**src/rtl/wb_port_arbiter.sv**
```systemverilog
// rtl/wb_port_arbiter.sv - round-robin arbiter sharing the register file write port
// between the ALU writeback source (A) and the load writeback source (B).
module wb_port_arbiter #(
  parameter int DW = 32,
  parameter int AW = 5
) (
  input  logic          i_clk,
  input  logic          i_rst,
  input  logic          i_stall,
  input  logic          i_a_valid,
  input  logic [AW-1:0] i_a_rd,
  input  logic [DW-1:0] i_a_data,
  output logic          o_a_ready,
  input  logic          i_b_valid,
  input  logic [AW-1:0] i_b_rd,
  input  logic [DW-1:0] i_b_data,
  output logic          o_b_ready,
  output logic          o_regwrite,
  output logic [AW-1:0] o_rd,
  output logic [DW-1:0] o_writedata,
  output logic          o_last_src
);

  logic          r_regwrite;
  logic [AW-1:0] r_rd;
  logic [DW-1:0] r_writedata;
  logic          r_last_src;

  logic          w_grant_a;
  logic          w_grant_b;
  logic [AW-1:0] w_win_rd;
  logic [DW-1:0] w_win_data;

  // On contention the source not named by r_last_src wins, giving strict alternation.
  always_comb begin
    w_grant_a = 1'b0;
    w_grant_b = 1'b0;
    if (!i_rst && !i_stall) begin
      if (i_a_valid && i_b_valid) begin
        w_grant_a = r_last_src;
        w_grant_b = ~r_last_src;
      end else if (i_a_valid) begin
        w_grant_a = 1'b1;
      end else if (i_b_valid) begin
        w_grant_b = 1'b1;
      end
    end
  end

  always_comb begin
    w_win_rd   = i_a_rd;
    w_win_data = i_a_data;
    if (w_grant_b) begin
      w_win_rd   = i_b_rd;
      w_win_data = i_b_data;
    end
  end

  always_ff @(posedge i_clk) begin
    if (i_rst) begin
      r_regwrite  <= 1'b0;
      r_rd        <= '0;
      r_writedata <= '0;
      r_last_src  <= 1'b1;
    end else if (w_grant_a || w_grant_b) begin
      // Writes to register 0 are consumed but never reach the register file.
      r_regwrite  <= (w_win_rd != '0);
      r_rd        <= w_win_rd;
      r_writedata <= w_win_data;
      r_last_src  <= w_grant_b;
    end else begin
      r_regwrite  <= 1'b0;
    end
  end

  assign o_a_ready   = w_grant_a;
  assign o_b_ready   = w_grant_b;
  assign o_regwrite  = r_regwrite;
  assign o_rd        = r_rd;
  assign o_writedata = r_writedata;
  assign o_last_src  = r_last_src;

endmodule

```
**config.mk**
```make
export PLATFORM = sky130hd
export DESIGN_NAME = wb_port_arbiter
export DESIGN_NICKNAME = d
export VERILOG_FILES = /design/src/rtl/wb_port_arbiter.sv
export SDC_FILE = /design/constraint.sdc
export NUM_CORES = 1
export LEC_CHECK = 0
export ABC_AREA = 1
export CORE_ASPECT_RATIO = 0.5
export CORE_UTILIZATION = 38
export CTS_CLUSTER_DIAMETER = 80
export DETAILED_ROUTE_END_ITERATION = 8
export GPL_TIMING_DRIVEN = 0
export HOLD_SLACK_MARGIN = 0.12
export PLACE_DENSITY_LB_ADDON = 0.3
export SLEW_MARGIN = 20
export SYNTH_ARGS = -nofsm -noshare
export SYNTH_HDL_FRONTEND = slang
export SYNTH_SLANG_ARGS = --single-unit
```
**constraint.sdc**
```tcl
create_clock -name i_clk -period 1.3 [get_ports i_clk]
set_input_delay 0.26 -clock i_clk [delete_from_list [all_inputs] [get_ports i_clk]]
set_output_delay 0.26 -clock i_clk [all_outputs]
set_load 0.03 [all_outputs]
```
==> out/qor.yml <==
run_status:
  status: "finished with violations"
  violations: "negative setup slack"
clock_network:
  clkTransAtPathRegs_ns: 0.07
  clock-sinks: 39
  cts_hold_buf: 0
  h-tree-depth: 2
  cts.path.max_buffers: 2
  root_buffer: "clkbuf_8"
  insertion_delay_ns: 0.29
  cts_tree: "built"
  numCtsBuffers: 5
synthesis:
  synth_area_um2: 2074
  ys_seq_elements: 39
  synth.area.top_cells: "dfxtp_1 38%, nand2_1 14%, o211ai_1 9.4%"
  synth_top_family_by_area: "simple AND/OR/NAND/NOR gates"
  synth_top_area_share: 0.3764
  synth_top_area_cell: "dfxtp_1"
  synth_sequential_area_ratio: 0.3764
  synthAdderAreaFrac: 0
  syn_area_per_cell_um2: 7.712
  synth_xor_area_frac: 0
  synth_compound_area_frac: 0.1815
  synth-simple-area-share: 0.2714
  synthesis.nets: 348
  synth_mux_area_frac: 0
  syn_inst: 269
  ys_warn_count: 0
  ys_types: 22
sta:
  slew_violations: 0
  clock.fmax_mhz: 722.3
  rsz0062_at_grt: "yes"
  hold_viol_final: 0
  fin_crit_sh: 1.065
  setup_viol_count_final: 9
  tightest_slew_ns: 0.3612
  layout_setup_ws_ns: -0.08444
  clock_skew_ns: 0.006412
  slew_headroom: 0.7589
  fin_crit_ns: 1.384
  hold_ws_ns: 0.4975
worst_setup_path:
  worstSetupStartpointType: "flop"
  crit_required_ns: 1.04
  endpoint_kind: "output pin"
  reg2reg_depth: 8
  rrSetupSlack_ns: -0.06
  r2r_end: "o_regwrite"
  r2r-start: "o_last_src"
  worstSetupPathType: "flop to output pin"
  crit_path_max_fanout: 4
  arrival_ns: 1.12
final_layout:
  mostFrequentLayoutCell: "nand2_1"
  layout-drive-gt1-share: 0.2228
  diodes: 0
  final_util: 0.6942
  area_growth_syn_to_layout_pct: 70.33
  fin_nets: 483
  layout_common_cells: "77 x nand2_1, 74 x clkdlybuf4s50_1, 44 x inv_1"
die:
  die_x_um: 106.5
  ios: 120
  initial_core_util: 0.4076
  coreArea_um2: 5090
  rows: 18
  die_h_um: 54.25
  dieArea_um2: 5777
pwr:
  p_leak_nw: 1.735
  pwr-share-comb: 0.278
  clkPwrFrac: 0.305
  powerDensity_nw_per_um2: 896.2
  p_sw_frac: 0.2807
  p_int_mw: 2.278
  ir_drop_uv: 608.4
  switchingPower_uw: 888.8
  seq_power_share: 0.416
placed_design:
  dp_hpwl_um: 4558
  gp_congestion: 0.7598
  io_buffers: 119
hold_path:
  hold_end: "o_writedata[15]"
  hp-class: "flop to flop"
  hold_path_depth: 2
  holdCritStartpoint: "o_writedata[15]"
route:
  drt-wirelength-per-cell_um: 12.90
  drtAntennaViolNets: 0
  drt-pass1-iter-count: 4
  via_per_inst: 4.734
  drt_iter0_markers: 63
  drcViolationCount: 0
  vias: 2244
  drt_wl_total_um: 6115
global_routing:
  grt_antenna_before_repair: 0
  grt_overflow: 0
  grt_max_degree: 12
  grt_usage: 0.2029
  grt_pass1_vias: 2041
  grt_pass1_wl_um: 9004
run:
  drv_cap: 0
cell type report:
type / count / area, µm²
Timing Repair Buffer: 129 / 1227
Clock inverter: 1 / 30.03
Sequential cell: 39 / 784.5
Fill cell: 429 / 1556
Clock buffer: 6 / 72.57
Multi-Input combinational cell: 162 / 958.4
Buffer: 18 / 183.9
Inverter: 49 / 188.9
Tap cell: 70 / 87.58
worst max-delay path by stage:
| stage | from | end | slack, ns |
|---|---|---|---|
| 4_1_cts | o_last_src | o_b_ready | -0.1 |
| 3_5_place_dp | i_rst | o_b_ready | -1.01 |
| 3_3_place_gp | i_rst | o_b_ready | -0.98 |
| 2_1_floorplan | o_last_src | o_regwrite | 0.05 |
| 5_1_grt | o_last_src | o_b_ready | -0.12 |
| 6_report | o_last_src | o_b_ready | -0.08 |
critical path: stages (launching register included):
cell      delay (ns)
dfxtp_4         0.37
nand2_4         0.07
nand3_4         0.09
clkinv_4        0.06
buf_8           0.12
buf_6           0.13
synthesized netlist by cell type (all sizes together):
cell    count
nand2      78
inv        49
dfxtp      39
o211ai     36
nand3      34
buf        17
o21ai       5
nand4       3
nor2        3
a21o        2
clkbuf      2
a21oi       1
per-layer routing:
layer	part of all wire	track usage	up-vias
li1	-	-	1136
met1	0.42	0.2227	1039
met2	0.52	0.4145	63
met3	0.049	0.04643	6
met4	0.0090	0.04566	0
met5	0	0	-
power groups by stage:
| stage | combinational [mW] | clock, mW | sequential (mW) |
|---|---|---|---|
| floorplan | 0.279 | 0 | 1.50 |
| CTS | 0.854 | 0.987 | 1.32 |
| finish | 0.881 | 0.967 | 1.32 |
| global placement | 0.872 | 0 | 1.34 |
| detailed placement | 0.888 | 0 | 1.34 |
| global route | 0.941 | 1.03 | 1.33 |
state kept, by name, indices dropped and copies added, names as in the netlist:
name / count
o_last_src: 1
o_rd: 5
o_regwrite: 1
o_writedata: 32
cell families (layout without fill, tap and decap cells):
logic type             Yosys count  in the layout
flip-flops                      39             39
AO/OA/AOI/OAI                   44             44
buffers and inverters           68            203
AND/OR/NAND/NOR                118            118
metrics by stage:
step                      instance area, µm²  power (mW)  setup WS, ns  cells  setup TNS, ns
after global placement                  3354       2.213       -0.9797    458         -17.93
after global routing                    3533       3.300       -0.1183    474         -1.888
after CTS                               3478       3.158      -0.09916    468       -0.09916
final                                   3533       3.167      -0.08444    474        -0.2734
after detailed placement                3354       2.232        -1.007    458         -19.71
after floorplan                         2076       1.775       0.04685    269              0
what timing repair did:
| item | CTS | global route |
|---|---|---|
| buffers inserted | 4 | 3 |
| setup endpoints to repair | 80 | 66 |
| cloned | 0 | 3 |
| resized for setup | 83 | 51 |
| pin swaps | 3 | 0 |
Note: power is estimated with default switching activity, not from simulation.
